**src/rtl/axi_pkg.sv**
```systemverilog
// axi_pkg: shared types and constants for the AXI read responder
package axi_pkg;
  localparam int AXI_ADDR_MAX = 64;
  localparam int AXI_ID_MAX = 16;
  localparam logic [1:0] RRESP_OKAY = 2'b00;
  typedef enum logic {S_IDLE, S_BURST} burst_state_t;
  typedef struct packed {
    logic [AXI_ADDR_MAX-1:0] addr;
    logic [7:0]              len;
    logic [AXI_ID_MAX-1:0]   id;
  } ar_req_t;
endpackage

```
**src/rtl/axi_ar_fifo.sv**
```systemverilog
// axi_ar_fifo: synchronous FIFO holding accepted AR requests in arrival order
module axi_ar_fifo
  import axi_pkg::*;
#(
  parameter int DEPTH = 16
) (
  input  logic    clk,
  input  logic    rst_n,
  input  logic    push,
  input  ar_req_t din,
  input  logic    pop,
  output ar_req_t dout,
  output logic    full,
  output logic    empty
);
  localparam int AW = $clog2(DEPTH);
  localparam logic [AW:0] ONE = 1;
  ar_req_t mem [DEPTH];
  logic [AW:0] wp, rp;
  assign empty = wp == rp;
  assign full = (wp[AW] != rp[AW]) && (wp[AW-1:0] == rp[AW-1:0]);
  assign dout = mem[rp[AW-1:0]];
  // pointer pair with an extra wrap bit so full and empty are distinguishable
  always_ff @(posedge clk or negedge rst_n)
    if (!rst_n) begin
      wp <= '0;
      rp <= '0;
    end else begin
      if (push && !full) wp <= wp + ONE;
      if (pop && !empty) rp <= rp + ONE;
    end
  // request storage; contents are meaningless until pointed at, so no reset
  always_ff @(posedge clk)
    if (push && !full) mem[wp[AW-1:0]] <= din;
endmodule

```
**src/rtl/axi_read_responder.sv**
```systemverilog
// axi_read_responder: AXI INCR read slave streaming beats from a 1-cycle-latency memory
module axi_read_responder
  import axi_pkg::*;
#(
  parameter int C_ADDR_WIDTH = 64,
  parameter int C_DATA_WIDTH = 512,
  parameter int C_ID_WIDTH = 4,
  parameter int C_MAX_OUTSTANDING = 16
) (
  input  logic                                 clk,
  input  logic                                 rst_n,
  input  logic                                 arvalid,
  output logic                                 arready,
  input  logic [C_ADDR_WIDTH-1:0]              araddr,
  input  logic [7:0]                           arlen,
  input  logic [C_ID_WIDTH-1:0]                arid,
  output logic                                 rvalid,
  input  logic                                 rready,
  output logic [C_DATA_WIDTH-1:0]              rdata,
  output logic                                 rlast,
  output logic [C_ID_WIDTH-1:0]                rid,
  output logic [1:0]                           rresp,
  output logic                                 mem_rd_en,
  output logic [C_ADDR_WIDTH-1:0]              mem_rd_addr,
  input  logic [C_DATA_WIDTH-1:0]              mem_rd_data,
  output logic [$clog2(C_MAX_OUTSTANDING):0]   outstanding,
  output logic                                 idle
);
  localparam int OW = $clog2(C_MAX_OUTSTANDING) + 1;
  localparam logic [AXI_ADDR_MAX-1:0] STRIDE = AXI_ADDR_MAX'(C_DATA_WIDTH / 8);
  ar_req_t ar_in, head;
  logic full, empty, pop, ar_hs, r_hs;
  burst_state_t state, state_nx;
  logic [AXI_ADDR_MAX-1:0] cur_addr, addr_nx, src_addr;
  logic [7:0] cur_len, len_nx, src_len;
  logic [AXI_ID_MAX-1:0] cur_id, id_nx, src_id;
  logic has_src, issue, last_beat, inflight, tag_last;
  logic [C_ID_WIDTH-1:0] tag_id;
  logic [1:0] buf_cnt, occ;
  logic bwp, brp;
  logic [C_DATA_WIDTH-1:0] b_data [2];
  logic b_last [2];
  logic [C_ID_WIDTH-1:0] b_id [2];
  logic unused_hi;
  assign ar_hs = arvalid && arready;
  assign r_hs = rvalid && rready;
  assign arready = rst_n && !full && (outstanding != OW'(C_MAX_OUTSTANDING));
  assign ar_in = '{addr: AXI_ADDR_MAX'(araddr), len: arlen, id: AXI_ID_MAX'(arid)};
  axi_ar_fifo #(.DEPTH(C_MAX_OUTSTANDING)) u_fifo (
    .clk(clk), .rst_n(rst_n), .push(ar_hs), .din(ar_in),
    .pop(pop), .dout(head), .full(full), .empty(empty)
  );
  // IDLE issues beat 0 straight from the queue head to keep AR-to-read latency at one cycle
  assign src_addr = state == S_BURST ? cur_addr : head.addr;
  assign src_len = state == S_BURST ? cur_len : head.len;
  assign src_id = state == S_BURST ? cur_id : head.id;
  assign has_src = state == S_BURST || !empty;
  // occupancy counts the beat leaving this cycle so full rate is kept without overflowing the buffer
  assign occ = buf_cnt + 2'(inflight) - 2'(r_hs);
  assign issue = has_src && !occ[1];
  assign last_beat = src_len == 8'd0;
  assign pop = issue && (state == S_IDLE || (last_beat && !empty));
  assign mem_rd_en = issue;
  assign mem_rd_addr = src_addr[C_ADDR_WIDTH-1:0];
  assign unused_hi = ^{src_addr, src_id};
  // next burst context: advance within a burst, chain to the next head, or fall back to IDLE
  always_comb begin
    state_nx = state;
    addr_nx = cur_addr;
    len_nx = cur_len;
    id_nx = cur_id;
    if (issue) begin
      if (!last_beat) begin
        state_nx = S_BURST;
        addr_nx = src_addr + STRIDE;
        len_nx = src_len - 8'd1;
        id_nx = src_id;
      end else if (state == S_BURST && !empty) begin
        state_nx = S_BURST;
        addr_nx = head.addr;
        len_nx = head.len;
        id_nx = head.id;
      end else state_nx = S_IDLE;
    end
  end
  // burst state and in-flight tracking
  always_ff @(posedge clk or negedge rst_n)
    if (!rst_n) begin
      state <= S_IDLE;
      inflight <= 1'b0;
    end else begin
      state <= state_nx;
      inflight <= issue;
    end
  // burst context and beat tags only matter once state/inflight say so
  always_ff @(posedge clk) begin
    cur_addr <= addr_nx;
    cur_len <= len_nx;
    cur_id <= id_nx;
    tag_last <= last_beat;
    tag_id <= src_id[C_ID_WIDTH-1:0];
  end
  // output buffer pointers, occupancy and outstanding-burst count
  always_ff @(posedge clk or negedge rst_n)
    if (!rst_n) begin
      bwp <= 1'b0;
      brp <= 1'b0;
      buf_cnt <= 2'd0;
      outstanding <= '0;
    end else begin
      if (inflight) bwp <= ~bwp;
      if (r_hs) brp <= ~brp;
      buf_cnt <= buf_cnt + 2'(inflight) - 2'(r_hs);
      outstanding <= outstanding + OW'(ar_hs) - OW'(r_hs && rlast);
    end
  // capture returning memory data with its tags
  always_ff @(posedge clk)
    if (inflight) begin
      b_data[bwp] <= mem_rd_data;
      b_last[bwp] <= tag_last;
      b_id[bwp] <= tag_id;
    end
  assign rvalid = buf_cnt != 2'd0;
  assign rdata = b_data[brp];
  assign rlast = rvalid && b_last[brp];
  assign rid = b_id[brp];
  assign rresp = RRESP_OKAY;
  assign idle = outstanding == '0 && !inflight;
endmodule

```
**config.mk**
```make
export PLATFORM = sky130hd
export DESIGN_NAME = axi_read_responder
export DESIGN_NICKNAME = d
export VERILOG_FILES = /design/src/rtl/axi_pkg.sv /design/src/rtl/axi_ar_fifo.sv /design/src/rtl/axi_read_responder.sv
export SDC_FILE = /design/constraint.sdc
export NUM_CORES = 2
export LEC_CHECK = 0
export ABC_AREA = 1
export BUFFER_PORTS_ARGS = -buffer_cell sky130_fd_sc_hd__buf_2
export CAP_MARGIN = 5
export CORE_MARGIN = 5
export CORE_UTILIZATION = 45
export CTS_BUF_LIST = sky130_fd_sc_hd__clkbuf_8
export CTS_CLUSTER_DIAMETER = 100
export DETAILED_ROUTE_END_ITERATION = 8
export HOLD_SLACK_MARGIN = 0.08
export RECOVER_POWER = 100
export SETUP_SLACK_MARGIN = 0.2
export SLEW_MARGIN = 20
export SYNTH_ARGS = -nofsm -noshare
export SYNTH_HDL_FRONTEND = slang
export SYNTH_HIERARCHICAL = 1
export SYNTH_SLANG_ARGS = --single-unit
```
**constraint.sdc**
```tcl
create_clock -name clk -period 48.5 [get_ports clk]
set_input_delay 4.85 -clock clk [delete_from_list [all_inputs] [get_ports clk]]
set_output_delay 4.85 -clock clk [all_outputs]
set_load 0.01 [all_outputs]
```
==> impl_metrics.csv <==
group,metric,value,unit
timing,period_share,39.92,%
layout,drive_above_1_share,8.492,%
drt,firstDrtPassIters,6,
critical_path,critPathSlowestCell,"clkinvlp_2",
run_status,violations,"max-capacitance violations, max-slew violations",
floorplanning,pin_count,1184,
layout,regArea,70480,sq um
global_route,grt_remaining_overflow,0,
timing,setup_tns,0,ps
critical_path,cp-startpoint,"u_fifo/rp[1]$_DFFE_PN0P_",
critical_path,critical_path_required,43650,ps
clock_network,post_cts_buffers,0,
critical_path,crit_chain,"clkinvlp_2 > clkbuf_1 > clkbuf_1 > nor2_1 > o21ai_0 > nand3_1 > nand3_1 > nand2_1 > inv_1 > o21ai_0 > buf_2",
critical_path,cp.arrival,14510,ps
global_route,grt_pass1_wl,496.8,mm
placed_design,place_ws,37060,ps
placed_design,hpwl,253.2,mm
synthesis,avgSynthCellArea,11.47,sq um
drt,finalWirelength,365.9,mm
hold_path,min_from,"tag_id[1]$_DFF_P_",
pwr,ir_drop,59.77,uV
timing,fin_skew,75.77,ps
timing,setup_violations,0,
clock_network,cts_buffers,406,
drt,detail-route-antenna-nets,0,
timing,slew_violations,3224,
floorplanning,dieArea,220400,sq um
global_route,grt_antenna_before_repair,182,
timing,slew-limit-headroom,-516.0,%
global_route,grt_util_all_layers,32.09,%
synthesis,netlist_area,95010,sq um
global_route,gr-usage-met3,9.015,%
clock_network,htreeDepth,5,
placed_design,gp_congestion,0.9897,
layout,syn_to_final_growth,14.78,%
critical_path,r2r_start,"inflight$_DFF_PN0_",
critical_path,path_class,"register to output port",
floorplanning,start_util,45.29,%
timing,tightest_slew,9240,ps
clock_network,cts-resized-gates,0,
floorplanning,die_x,469.5,microns
drt,viasPerCell,5.363,
global_route,grtUsageMet2,49.20,%
critical_path,critPathMaxFanout,119,
clock_network,cts_num_sinks,2352,
drt,drt-initial-drc-count,8237,
critical_path,end_kind,"output port",
layout,nets,10140,
synthesis,ys_warn_count,6,
layout,multi_input_area,21450,sq um
clock_network,cts_buffer_depth,4,
layout,nFillCells,19210,
timing,rsz0062_at_grt,"false",
run_status,outcome,"finished with violations",
clock_network,postCtsHoldBufs,0,
floorplanning,rows,168,
timing,finalHoldViolCount,0,
timing,fmax,51.65,MHz
run,cap_viol_max_count,61,
global_route,grt.busiest_layer,"met2",
synthesis,synth_cells,8281,
clock_network,cts_tree,"built",
pwr,power_leakage,0.04152,uW
timing,min_period,19360,ps
clock_network,clk_pin_slew,60,ps
floorplanning,die-height,469.5,microns
clock_network,clkLatencyLatePin,1090,ps
layout,layout_common_cells,"3155 x nand2_1, 2326 x edfxtp_1, 1005 x clkbuf_1",
pwr,p_per_area,68.86,nW/um^2
floorplanning,core_area,209800,sq um
critical_path,slowest_delay,5300,ps
drt,drc,0,
global_route,grt_max_degree,198,
timing,fin_ws,29140,ps
drt,dr_total_vias,68430,
global_route,grtUsageMet1,43.31,%
placed_design,port_buffers,1181,
layout,final_common_cell,"nand2_1",
global_route,grt_pass1_vias,62700,
critical_path,cp-start-kind,"register",
hold_path,min_path_type,"register to register",
clock_network,clock-root-buffer,"clkbuf_8",
drt,wl_per_cell,28.68,microns
[power breakdown]
group	leakage (uW)	internal, uW	total (uW)	switching [uW]
clock	0.00413	814	1620	803
sequential	0.0217	2780	2890	107
combinational	0.0157	666	3000	2330
[per-layer routing]
metal	part of all wire, %	routed length [microns]	up-vias
li1	-	-	30550
met1	39	143700	33540
met2	45	164500	3544
met3	10	38390	739
met4	5.2	18860	66
met5	0.12	443	-
[through the flow]
step | instances | hold WS (ps) | util (%) | cell area [sq um] | total power (uW)
6_report | 12760 | 438.4 | 51.98 | 109100 | 7509
5_1_grt | 12670 | 443.4 | 51.88 | 108800 | 7867
4_1_cts | 12650 | 438.3 | 52.63 | 110400 | 7508
3_5_place_dp | 11930 | 418.7 | 49.26 | 103300 | 5889
3_3_place_gp | 11930 | 415.2 | 49.26 | 103300 | 5862
2_1_floorplan | 8282 | 403.7 | - | 95010 | 4679
[critical path, delay by kind of cell, from the launching register on]
kind / cells / cell delay, ps
buffers and inverters: 5 / 9790
flip-flops: 1 / 1460
AO/OA/AOI/OAI: 2 / 1180
AND/OR/NAND/NOR: 4 / 810
[final timing paths]
| check | to | slack [ps] | depth (start not counted) |
|---|---|---|---|
| hold / removal | b_id[1][1]$_DFFE_PP_ | 440 | 0 |
| max in group asynchronous | u_fifo/rp[0]$_DFFE_PN0P_ | 43290 | 2 |
| setup / recovery | mem_rd_addr[23] | 29140 | 11 |
| min in group asynchronous | u_fifo/wp[2]$_DFFE_PN0P_ | 4180 | 2 |
| hold reg to reg | b_id[1][1]$_DFFE_PP_ | 440 | 0 |
| setup reg to reg | b_data[0][363]$_DFFE_PP_ | 29800 | 7 |
[registers in the layout (all words and copies together) (netlist names)]
signal / count
b_data: 1024
b_id: 8
b_last: 2
brp: 1
buf_cnt: 2
bwp: 1
cur_addr: 64
cur_id: 4
cur_len: 8
inflight: 1
outstanding: 5
state: 1
tag_id: 4
tag_last: 1
u_fifo/mem: 1216
u_fifo/rp: 5
u_fifo/wp: 5
[layout make-up]
class,instances,area share (%)
diodes,112,0.2570
clock buffers,413,5.212
clock inverters,304,1.264
inverters,263,0.9236
multi-input cells,5235,19.67
flip-flops and latches,2352,64.63
well taps,2805,3.218
repair buffers,1277,4.823
No activity file was read; power rests on OpenSTA's default activity.
